$ cat src/rtl/uart_cmd_pkg.sv
// Shared codes and state encodings for the UART command engine.
package uart_cmd_pkg;

  localparam logic [7:0] TAG_WRITE_SLOT    = 8'h00;
  localparam logic [7:0] TAG_COMMIT        = 8'h01;
  localparam logic [7:0] TAG_GET_FRAME_CTR = 8'h02;
  localparam logic [7:0] TAG_READ_SLOT     = 8'h03;

  localparam logic [7:0] RSP_OK  = 8'h00;
  localparam logic [7:0] RSP_TAG = 8'h01;
  localparam logic [7:0] RSP_LEN = 8'h02;
  localparam logic [7:0] RSP_TMO = 8'h03;
  localparam logic [7:0] RSP_SUM = 8'hFF;

  typedef enum logic [2:0] {
    ST_IDLE,
    ST_GET_LEN,
    ST_PAYLOAD,
    ST_GET_SUM,
    ST_EXEC,
    ST_WAIT_CASTER,
    ST_TX
  } state_t;

  typedef enum logic [1:0] {
    TS_IDLE,
    TS_SEND,
    TS_GAP
  } tx_state_t;

endpackage

$ cat src/rtl/uart_cmd_tx_seq.sv
// Response byte sequencer: shifts out a loaded byte string LSB-first under the UART busy handshake.
//  state   | meaning
//  TS_IDLE | waiting for load
//  TS_SEND | next byte pending; strobe as soon as the transmitter is free
//  TS_GAP  | one cycle after a strobe, before busy is trusted
module uart_cmd_tx_seq
  import uart_cmd_pkg::*;
#(
  parameter int NBYTES = 13,
  parameter int CW     = 4
) (
  input  logic                clk,
  input  logic                rst_n,
  input  logic                load,
  input  logic [NBYTES*8-1:0] data,
  input  logic [CW-1:0]       count,
  input  logic                uart_tx_busy,
  output logic                uart_tx_start,
  output logic [7:0]          uart_tx_byte,
  output logic                done
);

  tx_state_t           ts;
  logic [NBYTES*8-1:0] shreg;
  logic [CW-1:0]       remaining;

  always_ff @(posedge clk or negedge rst_n) begin
    if (!rst_n) begin
      ts            <= TS_IDLE;
      shreg         <= '0;
      remaining     <= '0;
      uart_tx_start <= 1'b0;
      uart_tx_byte  <= 8'h00;
      done          <= 1'b0;
    end else begin
      uart_tx_start <= 1'b0;
      done          <= 1'b0;
      case (ts)
        TS_IDLE: if (load) begin
          shreg     <= data;
          remaining <= count;
          ts        <= TS_SEND;
        end
        TS_SEND: if (!uart_tx_busy) begin
          uart_tx_start <= 1'b1;
          uart_tx_byte  <= shreg[7:0];
          shreg         <= {8'h00, shreg[NBYTES*8-1:8]};
          remaining     <= remaining - 1'b1;
          ts            <= TS_GAP;
        end
        TS_GAP: begin
          if (remaining == '0) begin
            done <= 1'b1;
            ts   <= TS_IDLE;
          end else begin
            ts <= TS_SEND;
          end
        end
        default: ts <= TS_IDLE;
      endcase
    end
  end

endmodule

$ cat src/rtl/uart_cmd_engine.sv
// Host command processor: framed packet parser, shadow/active slot set, frame counter.
// Optional slot readback (tag 03) is built when UART_CMD_READBACK_EN is defined.
//  state          | meaning
//  ST_IDLE        | waiting for a tag byte
//  ST_GET_LEN     | waiting for the length byte
//  ST_PAYLOAD     | consuming len payload bytes
//  ST_GET_SUM     | waiting for the XOR checksum
//  ST_EXEC        | decode and act on a checked packet
//  ST_WAIT_CASTER | caster asked to stop; commit when it reports ready
//  ST_TX          | response in flight
module uart_cmd_engine
  import uart_cmd_pkg::*;
#(
  parameter int NUM_SLOTS      = 8,
  parameter int SLOT_W         = 96,
  parameter int MAX_PAYLOAD    = 16,
  parameter int FRAME_CTR_W    = 24,
  parameter int TIMEOUT_CYCLES = 1000000,
  parameter logic [NUM_SLOTS*SLOT_W-1:0] RESET_VALUE = '0
) (
  input  logic                        clk,
  input  logic                        rst_n,
  input  logic                        uart_rx_valid,
  input  logic [7:0]                  uart_rx_byte,
  input  logic                        uart_tx_busy,
  output logic                        uart_tx_start,
  output logic [7:0]                  uart_tx_byte,
  input  logic                        frame_done,
  input  logic                        caster_ready,
  output logic                        stop_caster,
  output logic [NUM_SLOTS*SLOT_W-1:0] active_slots,
  output logic                        commit_pulse
);

  localparam int SB        = SLOT_W / 8;
  localparam int FB        = FRAME_CTR_W / 8;
  localparam int TX_BYTES  = 1 + ((FRAME_CTR_W > SLOT_W) ? FB : SB);
  localparam int TXW       = TX_BYTES * 8;
  localparam int CW        = $clog2(TX_BYTES + 1);
  localparam int TW        = $clog2(TIMEOUT_CYCLES + 1);
  localparam int BUF_BYTES = 1 + SB;
  localparam logic [7:0]    WR_LEN   = 8'(BUF_BYTES);
  localparam logic [7:0]    MAXP8    = 8'(MAX_PAYLOAD);
  localparam logic [7:0]    NS8      = 8'(NUM_SLOTS);
  localparam logic [TW-1:0] TMO_LOAD = TW'(TIMEOUT_CYCLES);

  state_t                        state;
  logic [7:0]                    tag, len, idx, sum;
  logic                          len_err;
  logic [BUF_BYTES*8-1:0]        pbuf;
  logic [TW-1:0]                 tmo;
  logic [NUM_SLOTS*SLOT_W-1:0]   shadow;
  logic [FRAME_CTR_W-1:0]        frame_ctr;
  logic                          tx_load, tx_done;
  logic [TXW-1:0]                tx_data;
  logic [CW-1:0]                 tx_cnt;
  logic [7:0]                    slot_id;
  logic                          slot_ok;

  assign slot_id = pbuf[7:0];
  assign slot_ok = slot_id < NS8;

`ifdef UART_CMD_READBACK_EN
  logic [SLOT_W-1:0] rd_data;
  always_comb begin
    rd_data = '0;
    for (int k = 0; k < NUM_SLOTS; k++)
      if (slot_id == 8'(k)) rd_data = shadow[k*SLOT_W +: SLOT_W];
  end
`endif

  task automatic send(input logic [TXW-1:0] d, input logic [CW-1:0] n);
    tx_data <= d;
    tx_cnt  <= n;
    tx_load <= 1'b1;
    state   <= ST_TX;
  endtask

  always_ff @(posedge clk or negedge rst_n) begin
    if (!rst_n) begin
      state        <= ST_IDLE;
      tag          <= 8'h00;
      len          <= 8'h00;
      idx          <= 8'h00;
      sum          <= 8'h00;
      len_err      <= 1'b0;
      pbuf         <= '0;
      tmo          <= '0;
      shadow       <= RESET_VALUE;
      active_slots <= RESET_VALUE;
      frame_ctr    <= '0;
      stop_caster  <= 1'b0;
      commit_pulse <= 1'b0;
      tx_load      <= 1'b0;
      tx_data      <= '0;
      tx_cnt       <= '0;
    end else begin
      tx_load      <= 1'b0;
      commit_pulse <= 1'b0;
      if (commit_pulse) stop_caster <= 1'b0;
      if (frame_done && !(&frame_ctr)) frame_ctr <= frame_ctr + 1'b1;

      case (state)
        ST_IDLE: if (uart_rx_valid) begin
          tag     <= uart_rx_byte;
          sum     <= uart_rx_byte;
          len_err <= 1'b0;
          tmo     <= TMO_LOAD;
          state   <= ST_GET_LEN;
        end
        ST_GET_LEN, ST_PAYLOAD, ST_GET_SUM: begin
          if (uart_rx_valid) begin
            tmo <= TMO_LOAD;
            sum <= sum ^ uart_rx_byte;
            if (state == ST_GET_LEN) begin
              len   <= uart_rx_byte;
              idx   <= 8'h00;
              state <= (uart_rx_byte == 8'h00) ? ST_GET_SUM : ST_PAYLOAD;
            end else if (state == ST_PAYLOAD) begin
              // only the bytes a valid command can use are kept
              for (int b = 0; b < BUF_BYTES; b++)
                if (idx == 8'(b)) pbuf[b*8 +: 8] <= uart_rx_byte;
              if (idx >= MAXP8) len_err <= 1'b1;
              idx <= idx + 8'd1;
              if (idx + 8'd1 == len) state <= ST_GET_SUM;
            end else begin
              if (uart_rx_byte != sum) send(TXW'(RSP_SUM), CW'(1));
              else                     state <= ST_EXEC;
            end
          end else if (tmo == TW'(1)) begin
            send(TXW'(RSP_TMO), CW'(1));
          end else begin
            tmo <= tmo - 1'b1;
          end
        end
        ST_EXEC: begin
          case (tag)
            TAG_WRITE_SLOT:
              if (len != WR_LEN || len_err || !slot_ok) begin
                send(TXW'(RSP_LEN), CW'(1));
              end else begin
                for (int k = 0; k < NUM_SLOTS; k++)
                  if (slot_id == 8'(k)) shadow[k*SLOT_W +: SLOT_W] <= pbuf[8 +: SLOT_W];
                send(TXW'(RSP_OK), CW'(1));
              end
            TAG_COMMIT:
              if (len != 8'h00) begin
                send(TXW'(RSP_LEN), CW'(1));
              end else begin
                stop_caster <= 1'b1;
                state       <= ST_WAIT_CASTER;
              end
            TAG_GET_FRAME_CTR:
              if (len != 8'h00) begin
                send(TXW'(RSP_LEN), CW'(1));
              end else begin
                send(TXW'({frame_ctr, RSP_OK}), CW'(1 + FB));
                // a frame ending in the snapshot cycle belongs to the next read
                frame_ctr <= FRAME_CTR_W'(frame_done);
              end
`ifdef UART_CMD_READBACK_EN
            TAG_READ_SLOT:
              if (len != 8'h01 || !slot_ok) send(TXW'(RSP_LEN), CW'(1));
              else                          send(TXW'({rd_data, RSP_OK}), CW'(1 + SB));
`else
            TAG_READ_SLOT: send(TXW'(RSP_TAG), CW'(1));
`endif
            default: send(TXW'(RSP_TAG), CW'(1));
          endcase
        end
        ST_WAIT_CASTER: if (caster_ready) begin
          active_slots <= shadow;
          commit_pulse <= 1'b1;
          send(TXW'(RSP_OK), CW'(1));
        end
        ST_TX: if (tx_done) state <= ST_IDLE;
        default: state <= ST_IDLE;
      endcase
    end
  end

  uart_cmd_tx_seq #(
    .NBYTES (TX_BYTES),
    .CW     (CW)
  ) u_tx_seq (
    .clk           (clk),
    .rst_n         (rst_n),
    .load          (tx_load),
    .data          (tx_data),
    .count         (tx_cnt),
    .uart_tx_busy  (uart_tx_busy),
    .uart_tx_start (uart_tx_start),
    .uart_tx_byte  (uart_tx_byte),
    .done          (tx_done)
  );

endmodule

$ cat config.mk
export PLATFORM = sky130hd
export DESIGN_NAME = uart_cmd_engine
export DESIGN_NICKNAME = d
export VERILOG_FILES = /design/src/rtl/uart_cmd_pkg.sv /design/src/rtl/uart_cmd_tx_seq.sv /design/src/rtl/uart_cmd_engine.sv
export SDC_FILE = /design/constraint.sdc
export NUM_CORES = 2
export LEC_CHECK = 0
export BUFFER_PORTS_ARGS = -buffer_cell sky130_fd_sc_hd__buf_2
export CORE_MARGIN = 8
export CORE_UTILIZATION = 40
export CTS_CLUSTER_DIAMETER = 150
export DETAILED_ROUTE_END_ITERATION = 8
export GPL_TIMING_DRIVEN = 0
export PLACE_DENSITY_LB_ADDON = 0.15
export SLEW_MARGIN = 30
export SYNTH_ARGS = -nofsm -noshare
export SYNTH_HDL_FRONTEND = slang
export SYNTH_SLANG_ARGS = --single-unit
$ cat constraint.sdc
create_clock -name clk -period 2.3 [get_ports clk]
set_clock_uncertainty 0.2 [all_clocks]
set_input_delay 0 -clock clk [delete_from_list [all_inputs] [get_ports clk]]
set_output_delay 0 -clock clk [all_outputs]
set_load 0.02 [all_outputs]
== Word-level counts from Yosys, hierarchy flattened ==
Index checks and enable logic that the tools add are counted.

* Bits in registers: 1951
* Input bits: 14
* Output and inout bits: 779
* Word-level logic and storage cells: 233

* $add $sub $neg: 4
* Magnitude comparators: 2
* Equal/unequal tests: 49
* Mux-type cells: 81
* Bitwise gates (word level): 4
* Reduce and logical (&&, ||, !) cells: 52

{| class="wikitable"
|+ Operators by type and width
! cell !! count
|-
| $mux W104 || 9
|-
| $pmux W104 S3 || 2
|-
| $pmux W104 S2 || 1
|-
| $mux W24 || 4
|-
| $reduce_and A5 Y1 || 14
|-
| $eq A8 B3 Y1 const B || 8
|-
| $mux W20 || 3
|-
| $eq A8 B2 Y1 const B || 5
|-
| $eq A8 B4 Y1 const B || 5
|-
| $pmux W20 S2 || 1
|-
| $mux W4 || 9
|-
| $logic_not A8 Y1 || 4
|-
| $mux W32 || 1
|-
| $mux W8 || 4
|-
| $reduce_and A4 Y1 || 8
|-
| $mux W3 || 9
|-
| $add A24 B1 Y24 const B || 1
|-
| $eq A8 B1 Y1 const B || 3
|-
| $mux W1 || 24
|-
| $reduce_and A24 Y1 || 1
|-
| $eq A20 B1 Y1 const B || 1
|-
| $sub A20 B1 Y20 const B || 1
|-
| $ne A3 B3 Y1 const B || 6
|-
| $ne A2 B2 Y1 const B || 8
|-
| 38 further kinds || 60
|}

== Logic depth before layout (Yosys ltp) ==
* Depth after elaboration: 7
* Mapped depth: 10

== Hierarchy ==
A second synthesis with hierarchy kept.

* Cells, all modules: 6290
* Area, all modules: 72045.3 µm²

{| class="wikitable"
|+ By module, submodules not included
! module !! instances !! cells each !! area each (µm²) !! sequential area each (µm²)
|-
| uart_cmd_engine || 1 || 5682 || 66460.0 || 43842.0
|-
| uart_cmd_tx_seq || 1 || 608 || 5585.4 || 3002.9
|}

== Worst setup path before layout ==
Ideal clock, no wire load.

* Kind: register to register
* Start point: register tag[3]
* End point: register shadow[536]
* Data arrival time: 2.229 ns
* Slack: -0.257 ns
* Cell stages (with the launch flop): 9
* Buffers on the path: 2
* Cells stage by stage: dfrtp_1 nor4_4 nand2_1 nor4_2 nand2_1 nor3b_2 buf_4 buf_6 mux2_1

* Longest elaborated chain between the ends: 2

{| class="wikitable"
|+ RTL lines
! item !! RTL line !! RTL
|-
| from (decl) || uart_cmd_engine.sv:48 || <nowiki>logic [7:0] tag, len, idx, sum;</nowiki>
|-
| from (signal assigned) || uart_cmd_engine.sv:105 || <nowiki>tag <= uart_rx_byte;</nowiki>
|-
| $logic_not A8 Y1 || uart_cmd_engine.sv:137 || <nowiki>case (tag)</nowiki>
|-
| $reduce_and A4 Y1 (no source line) || -- ||
|-
| to (signal, indexed assignment) || uart_cmd_engine.sv:143 || <nowiki>if (slot_id == 8'(k)) shadow[k*SLOT_W +: SLOT_W] <= pbuf[8 +: SLOT_W];</nowiki>
|-
| to (decl) || uart_cmd_engine.sv:52 || <nowiki>logic [NUM_SLOTS*SLOT_W-1:0] shadow;</nowiki>
|}

No other way between the ends.
A chain may end at the register's enable or synchronous reset.

== Worst setup path in the final report ==
* Start point: register tag[0]
* End point: register shadow[372]

The elaborated chain is that of the path after synthesis.

==> results.toml <==
[timing]
layout_setup_ws_ns = -0.643
finalHoldViolCount = 307
setup_violations = 1573
worst_pin_slew_ns = 0.972
max_freq_mhz = 340
period_minus_slack_ns = 2.94
fin_crit_sh = 1.28
grt_setup_unrepaired = "yes"
maxSlewViolCount = 0
slew_headroom = 0.349
whs_ns = -0.156

[final_layout]
drive_above_1_share = 0.322
final_cell_mix = "2383 x nand2_1, 1797 x dfrtp_1, 803 x buf_2"
fillers = 15200
num-nets-final = 7073
multiInputGateArea_mm2 = 0.0236
regArea_mm2 = 0.0450
syn2layout_area_growth_pct = 27.9
instances_no_fill = 9441
mostFrequentLayoutCell = "nand2_1"
post-route-cell-area_mm2 = 0.0879

[clock_tree]
cts_buffers = 192
cts_tree = "built"
clk_pin_slew_ns = 0.06
root_buffer = "clkbuf_16"
htree_num_levels = 4
clk_latency_ns = 0.83
holdBufCountCts = 26
clock_sinks = 1800
cts.path.max_buffers = 3

[global_route]
grt_max_degree = 120
grt_pass1_wl_um = 342000
grt_pass1_vias = 48300
antenna_found_initial = 16
grt_overflow = 0
grt_use_total = 0.250

[yosys]
async_reset_ff_frac = 1.00
synth_ff_type = "dfrtp_1"
avgSynthCellArea_um2 = 11.7
ys_seq_elements = 1800
synth.distinct_cells = 63
synth_edf_count = 0
synth_nets = 5910
seq_area_frac_synth = 0.656
syn_area_mm2 = 0.0687
yosysWarnings = 0
synthCells = 5888

[place]
dp.cells = 8945
dpl_cell_area_mm2 = 0.0766
post-place-ws_ns = -1.92
port_buffers = 792
place.detailed.hpwl_um = 170000
place_congestion = 0.833

[pwr]
max-vdd-ir-drop_v = 0.000727
power_leakage_nw = 48.5
power_mw = 74.8
power_density_mw_per_mm2 = 852

[setup_path]
cp.required_ns = 2.79
criticalPathCategory = "reg2reg"
cp.arrival_ns = 3.43
cp-end-kind = "flop"
startpoint_type = "flop"
crit_fanout = 10

[die]
dieArea_mm2 = 0.185
die_h_um = 430
fp.dieW_um = 430
ios = 793
core_area_mm2 = 0.171
initial_core_util = 0.401
fp-row-count = 152

[detailed_routing]
viasPerCell = 5.06
drt-initial-drc-count = 3681
wl_um = 242000
via_count = 47800
drt-wirelength-per-cell_um = 25.7
final_antenna_net_count = 0
detail_route.first_pass.iterations = 5
drc = 0

[job]
max_cap_violations = 0

[outcome]
outcome = "finished with violations"
violations = "hold timing, setup timing"

[hold_path]
hp-class = "in2async"
-- metrics by stage --
step                      setup TNS [ns]   util
after global routing             -738.80  0.513
after floorplan                   -55.30      -
after detailed placement        -1987.09  0.447
after global placement                 -  0.442
final                            -537.80  0.513
after CTS                        -506.51  0.498
-- layer usage --
layer / vias up / part of all wire / wire length [µm] / global-route usage
met5: - / 0 / 0 / 0
met4: 0 / 0.049 / 11900 / 0.112
met3: 380 / 0.043 / 10400 / 0.0396
met2: 1240 / 0.49 / 119000 / 0.421
met1: 24600 / 0.42 / 101000 / 0.319
li1: 21500 / - / - / -
-- critical path: stages (launching register included) --
cell and delay (ns):
dfrtp_2 0.44, nor4bb_4 0.30, nand3_1 0.14, buf_6 0.16, nor4_4 0.22, buf_6 0.18, nand2_8 0.08, nor3b_4 0.27
buf_6 0.17, buf_12 0.16, buf_12 0.15, mux2_1 0.32
-- area by class of cell --
class	instances	area share
flip-flops and latches	1800	0.513
multi-input cells	3755	0.269
repair buffers	975	0.0844
clock buffers	298	0.0655
well taps	2233	0.0318
plain buffers	306	0.0302
clock inverters	45	0.00558
inverters	21	0.000983
diodes	8	0.000228
-- cells in the mapped netlist, types with 2 or more instances --
| cell | n | area, µm² |
|---|---|---|
| nand3b_4 | 2 | 40.0 |
| buf_1 | 25 | 93.8 |
| nor2_1 | 74 | 278 |
| or4_1 | 4 | 30.0 |
| dfrtp_1 | 1800 | 45000 |
| nor2_2 | 4 | 25.0 |
| nand4b_1 | 4 | 35.0 |
| nand3_1 | 43 | 215 |
| nor3_1 | 21 | 105 |
| xor2_1 | 27 | 236 |
| o31ai_1 | 4 | 30.0 |
| a21o_1 | 3 | 22.5 |
| ha_1 | 8 | 100 |
| a22o_1 | 34 | 298 |
| o21ai_0 | 49 | 245 |
| a21oi_1 | 52 | 260 |
| inv_1 | 20 | 75.1 |
| buf_4 | 12 | 90.1 |
| or3_1 | 15 | 93.8 |
| buf_6 | 29 | 327 |
| nand2_1 | 2391 | 8970 |
| a31oi_1 | 18 | 113 |
| nor2b_1 | 4 | 25.0 |
| and3_1 | 5 | 31.3 |
| o311ai_0 | 2 | 17.5 |
| nor3b_2 | 4 | 50.1 |
| buf_2 | 33 | 165 |
| nand2b_1 | 6 | 37.5 |
| nand4_1 | 18 | 113 |
| nor3b_1 | 3 | 22.5 |
| clkbuf_1 | 213 | 800 |
| mux2_2 | 662 | 7450 |
| a211oi_1 | 4 | 30.0 |
| xnor2_1 | 22 | 193 |
| nor4b_1 | 2 | 17.5 |
| and2_1 | 4 | 25.0 |
| nor3_2 | 4 | 40.0 |
| nor4_1 | 4 | 25.0 |
| mux2_1 | 234 | 2640 |
| nor4_4 | 2 | 42.5 |
-- sequential cells by signal, indices dropped and copies added, names as in the netlist, 3 cells and up --
signal                 count
active_slots             768
frame_ctr                 24
idx                        8
len                        8
pbuf                     104
shadow                   768
state                      3
sum                        8
tag                        8
tmo                       20
tx_data                   27
u_tx_seq.remaining         4
u_tx_seq.shreg            32
u_tx_seq.uart_tx_byte      8
-- cells by family (layout without fill, tap and decap cells) --
logic type               count (synthesis)  in the layout  share of synthesized area
other                                    0              8                          0
AO/OA/AOI/OAI                          178            178                     0.0163
flip-flops                            1800           1800                      0.656
XOR/XNOR                                50             50                    0.00658
AND/OR/NAND/NOR                       2623           2623                      0.150
buffers and inverters                  333           1645                     0.0226
adder cells (fa/ha/maj)                  8              8                    0.00146
multiplexers                           896            896                      0.147
-- path summary, 6_finish.rpt --
path	start	endpoint	slack [ns]	cells after the start
setup / recovery	tag[0]	shadow[372]	-0.64	11
hold / removal	rst_n	active_slots[342]	-0.16	10
setup reg to reg	tag[0]	shadow[372]	-0.64	11
hold reg to reg	shadow[372]	active_slots[372]	0.25	2
max in group asynchronous	rst_n	tx_data[21]	0.01	13
min in group clk	frame_done	frame_ctr[3]	0.08	6
-- what timing repair did --
item,CTS,global route
pin swaps,8,15
resized for setup,362,383
endpoints found under the setup margin,1734,2019
cloned,12,38
setup buffers,41,35
endpoints found under the hold margin,1135,307
-- report_power, final --
group / internal [mW] / leakage, nW / switching, mW
registers: 33.0 / 24.9 / 3.45
clock network: 17.8 / 3.08 / 12.9
logic: 2.79 / 20.6 / 4.79
No activity file was read; power rests on OpenSTA's default activity.
